$ cat src/rtl/seed_random_2_data_path_counter.sv
// seed_random_2_data_path_counter: free-running deck index snapshotted into an encoded card
// on each rising edge of the card request.
module seed_random_2_data_path_counter #(
  parameter int DECK_SIZE = 52,
  parameter int RANKS     = 13
) (
  input  logic       clk_dp_c_i,
  input  logic       rst_dp_c_i,
  input  logic       req_card_state_dp_c_i,
  output logic [7:0] next_card_o
);
  logic [5:0] r_count;
  logic       r_req;
  logic [7:0] r_card;
  logic       w_take;
  logic [1:0] w_suit;
  logic [5:0] w_off;
  logic [3:0] w_rank;
  // Division by RANKS as a compare/subtract chain over the four suits
  always_comb begin
    w_suit = (r_count >= 6'(3*RANKS)) ? 2'd3 :
             (r_count >= 6'(2*RANKS)) ? 2'd2 :
             (r_count >= 6'(RANKS))   ? 2'd1 : 2'd0;
    w_off  = (r_count >= 6'(3*RANKS)) ? 6'(3*RANKS) :
             (r_count >= 6'(2*RANKS)) ? 6'(2*RANKS) :
             (r_count >= 6'(RANKS))   ? 6'(RANKS)   : 6'd0;
    w_rank = 4'(r_count - w_off + 6'd1);
    w_take = req_card_state_dp_c_i & ~r_req;
  end
  always_ff @(posedge clk_dp_c_i or negedge rst_dp_c_i) begin
    if (!rst_dp_c_i) begin
      r_count <= '0;
      r_req   <= 1'b0;
      r_card  <= 8'h00;
    end else begin
      r_count <= (r_count == 6'(DECK_SIZE-1)) ? 6'd0 : r_count + 6'd1;
      r_req   <= req_card_state_dp_c_i;
      r_card  <= w_take ? {2'b00, w_suit, w_rank} : r_card;
    end
  end
  assign next_card_o = r_card;
endmodule

$ cat config.mk
export PLATFORM = sky130hd
export DESIGN_NAME = seed_random_2_data_path_counter
export DESIGN_NICKNAME = d
export VERILOG_FILES = /design/src/rtl/seed_random_2_data_path_counter.sv
export SDC_FILE = /design/constraint.sdc
export NUM_CORES = 1
export LEC_CHECK = 0
export ABC_CLOCK_PERIOD_IN_PS = 4700
export CORE_MARGIN = 4
export CORE_UTILIZATION = 30
export CTS_BUF_LIST = sky130_fd_sc_hd__clkbuf_16
export CTS_CLUSTER_DIAMETER = 30
export CTS_CLUSTER_SIZE = 14
export DETAILED_ROUTE_END_ITERATION = 8
export PLACE_DENSITY_LB_ADDON = 0.2
export SLEW_MARGIN = 20
export SYNTH_ARGS = -nofsm -noshare
export SYNTH_HDL_FRONTEND = slang
export SYNTH_SLANG_ARGS = --single-unit
$ cat constraint.sdc
create_clock -name clk_dp_c_i -period 4.7 [get_ports clk_dp_c_i]
set_input_delay 0.47 -clock clk_dp_c_i [delete_from_list [all_inputs] [get_ports clk_dp_c_i]]
set_output_delay 0.47 -clock clk_dp_c_i [all_outputs]
set_load 0.01 [all_outputs]
==> flow_summary.json <==
{
  "hp-class": "register to register",
  "swShare_pct": 19.1,
  "p_int_w": 0.000242,
  "area_growth_pct": 21.4,
  "cp-endpoint": "next_card_o[3]",
  "cp-end-kind": "register",
  "clock.fmax_ghz": 0.350,
  "tightest_slew_ps": 582,
  "synth_top_area_share_pct": 42.4,
  "ys_ff_latch": 13,
  "r2r-start": "r_count[1]",
  "switching_power_w": 0.0000573,
  "num_antenna_cells": 0,
  "die_w_um": 58.6,
  "antenna_found_initial": 0,
  "post_cts_buffers": 0,
  "r2r-end": "next_card_o[3]",
  "remaining_drc_errors": 0,
  "slew_violations": 0,
  "dieArea_um2": 3430,
  "crit_top_cell": "ha_1",
  "routed_wl_um": 1300,
  "rsz0062_at_grt": "false",
  "layout-drive-gt1-share_pct": 6.17,
  "drtIter0Drc": 9,
  "synth_top_area_cell": "dfrtp_1",
  "worstPathArrival_ps": 3010,
  "clkSinkCount": 13,
  "crit_chain": "inv_1 -> ha_1 -> nand2b_1 -> a311o_1 -> o311ai_1 -> ha_1 -> fa_1 -> xor2_1 -> xnor2_1 -> and3_1 -> o31ai_2",
  "grt_pass1_vias": 522,
  "crit_slowest_cell": "fa_1",
  "final_nets": 94,
  "critical_path_class": "register to register",
  "worstPathMaxFanout": 5,
  "gp_congestion": 0.772,
  "r2r_cells": 11,
  "wl_per_cell_um": 11.7,
  "min_period_ps": 2860,
  "num_vias": 516,
  "ys_seq_area_share_pct": 42.4,
  "slew_headroom_pct": 61.1,
  "clock_latency_ps": 240,
  "port_buffers": 8,
  "grt.total_usage_pct": 9.30,
  "start_util_pct": 31.2,
  "fin_util_pct": 37.9,
  "cellLeakagePower_nw": 0.416,
  "clkPwrFrac_pct": 52.4,
  "finalPower_w": 0.000300,
  "rows": 18,
  "synthDistinctLibCells": 30,
  "tritoncts": "done",
  "die_height_um": 58.6,
  "avgViaCountPerCell": 4.65,
  "outcome": "completed",
  "fin_tns_setup_ps": 0,
  "cts-resized-gates": 0,
  "cts.path.max_buffers": 2,
  "h-tree-depth": 1,
  "io_pins": 11,
  "synth.cell_area_um2": 767,
  "hold_buffers": 0,
  "numCtsBuffers": 3,
  "dr.pass1.iters": 4,
  "required_ps": 4850,
  "fillers": 252,
  "avgSynthCellArea_um2": 10.4,
  "drv_cap": 0,
  "final_antenna_net_count": 0,
  "synthTopCellsByArea": "dfrtp_1, ha_1, mux2_1, nand2_1, a21oi_1",
  "r2r_setup_slack_ps": 1840,
  "grt_start_max_net_pins": 14,
  "p_comb_share_pct": 7.5,
  "skew_ps": 2.54,
  "grt_overflow_total": 0,
  "synth_cells": 74,
  "slowest_delay_ps": 440,
  "core-area_um2": 2450,
  "clk_pin_slew_ps": 40,
  "grt_first_pass_wirelength_um": 2320,
  "fin_crit_sh_pct": 60.8,
  "place_hpwl_um": 996,
  "final_hold_viol_count": 0,
  "p_seq_share_pct": 40.0,
  "critPathLaunchType": "register",
  "peakVddDrop_mv": 0.206,
  "ys_warn_count": 0,
  "worstSetupStartpoint": "r_count[1]",
  "setup_viol": 0,
  "root_buffer": "clkbuf_16",
  "p_per_area_nw_per_um2": 322
}
-- kinds of logic (layout without fill, tap and decap cells) --
group	after synthesis	count (layout)	synth area share [%]
xor gates and xnor gates	3	3	3.43
DFF	13	13	42.4
and+or+nand+nor	21	21	13.9
AOI/OAI and AO/OA	13	13	11.6
muxes	4	4	5.87
adders and majority gates	9	9	15.7
buffers and inverters	10	16	6.69
other	1	2	0.489
-- metal layers --
layer	track usage [%]	vias to the layer above	wire [um]
met1	10.9	244	584
met5	0	-	0
li1	-	261	-
met2	13.6	6	607
met4	8.94	0	58
met3	2.41	5	52
-- layout make-up --
cell class | instances | area [um2] | share of cell area [%]
sequential | 13 | 325 | 34.9
inverter | 4 | 15.0 | 1.61
clock inverter | 1 | 3.75 | 0.403
tap | 30 | 37.5 | 4.03
multi-input combinational | 52 | 394 | 42.3
clock buffer | 3 | 75.1 | 8.06
timing repair buffer | 8 | 80.1 | 8.60
-- flip-flops by register name, indices dropped and copies added, names as in the netlist --
name,flops
next_card_o,6
r_req,1
r_count,6
-- cells in the mapped netlist --
library cell	count
nor2_1	3
nor3_1	2
a311o_1	1
nand2b_1	4
dfrtp_1	13
and3_1	1
xor2_1	1
o21ai_0	1
ha_1	8
o21bai_1	1
clkbuf_1	1
nand3_1	1
o21ai_1	1
o22ai_1	1
o311ai_1	1
inv_1	4
buf_4	3
nand3b_1	1
buf_2	2
mux2_2	1
conb_1	1
o31ai_2	1
a211o_1	1
fa_1	1
and3b_1	1
mux2_1	3
nand2_1	7
nor2b_1	1
xnor2_1	2
a21oi_1	5
-- worst max-delay path, delay by kind of cell (launching register included) --
kind	cells	cell delay (ps)
and+or+nand+nor	2	330
adders and majority gates	3	950
DFF	1	410
AOI/OAI and AO/OA	3	670
xor gates and xnor gates	2	290
buffers and inverters	1	100
-- metrics by stage --
stage / hold WS, ps / setup slack [ps] / cell area (um2) / cells
6_report: 478 / 1840 / 931 / 111
5_1_grt: 497 / 1690 / 931 / 111
4_1_cts: 485 / 1830 / 931 / 111
3_5_place_dp: 475 / 1850 / 852 / 107
3_3_place_gp: 471 / 1910 / 852 / 107
2_1_floorplan: 174 / 2020 / 771 / 75
-- worst min-delay path by stage --
stage / from / end / slack [ps] / cells after the start
5_1_grt: next_card_o[3] / next_card_o[3] / 500 / 2
3_5_place_dp: next_card_o[3] / next_card_o[3] / 480 / 2
2_1_floorplan: rst_dp_c_i / next_card_o[0] / 170 / 0
4_1_cts: next_card_o[3] / next_card_o[3] / 490 / 2
3_3_place_gp: next_card_o[3] / next_card_o[3] / 470 / 2
6_report: next_card_o[3] / next_card_o[3] / 480 / 2
-- cell usage in the layout (no fill, tap or decap), drive strengths merged, types with 2 or more instances in the layout --
cell type / n
nor2: 3
o21ai: 2
mux2: 4
nand2: 7
a21oi: 5
clkdlybuf4s50: 8
nand2b: 4
inv: 5
xnor2: 2
ha: 8
nor3: 2
conb: 2
dfrtp: 13
clkbuf: 3
-- power by group through the flow --
stage / clock [W] / sequential [W] / combinational [W]
floorplan: 0 / 0.000124 / 0.00000766
CTS: 0.000164 / 0.000120 / 0.0000233
finish: 0.000157 / 0.000120 / 0.0000226
detailed placement: 0 / 0.000122 / 0.0000233
global route: 0.000172 / 0.000121 / 0.0000247
global placement: 0 / 0.000121 / 0.0000233
Note: power is estimated with default switching activity, not from simulation.
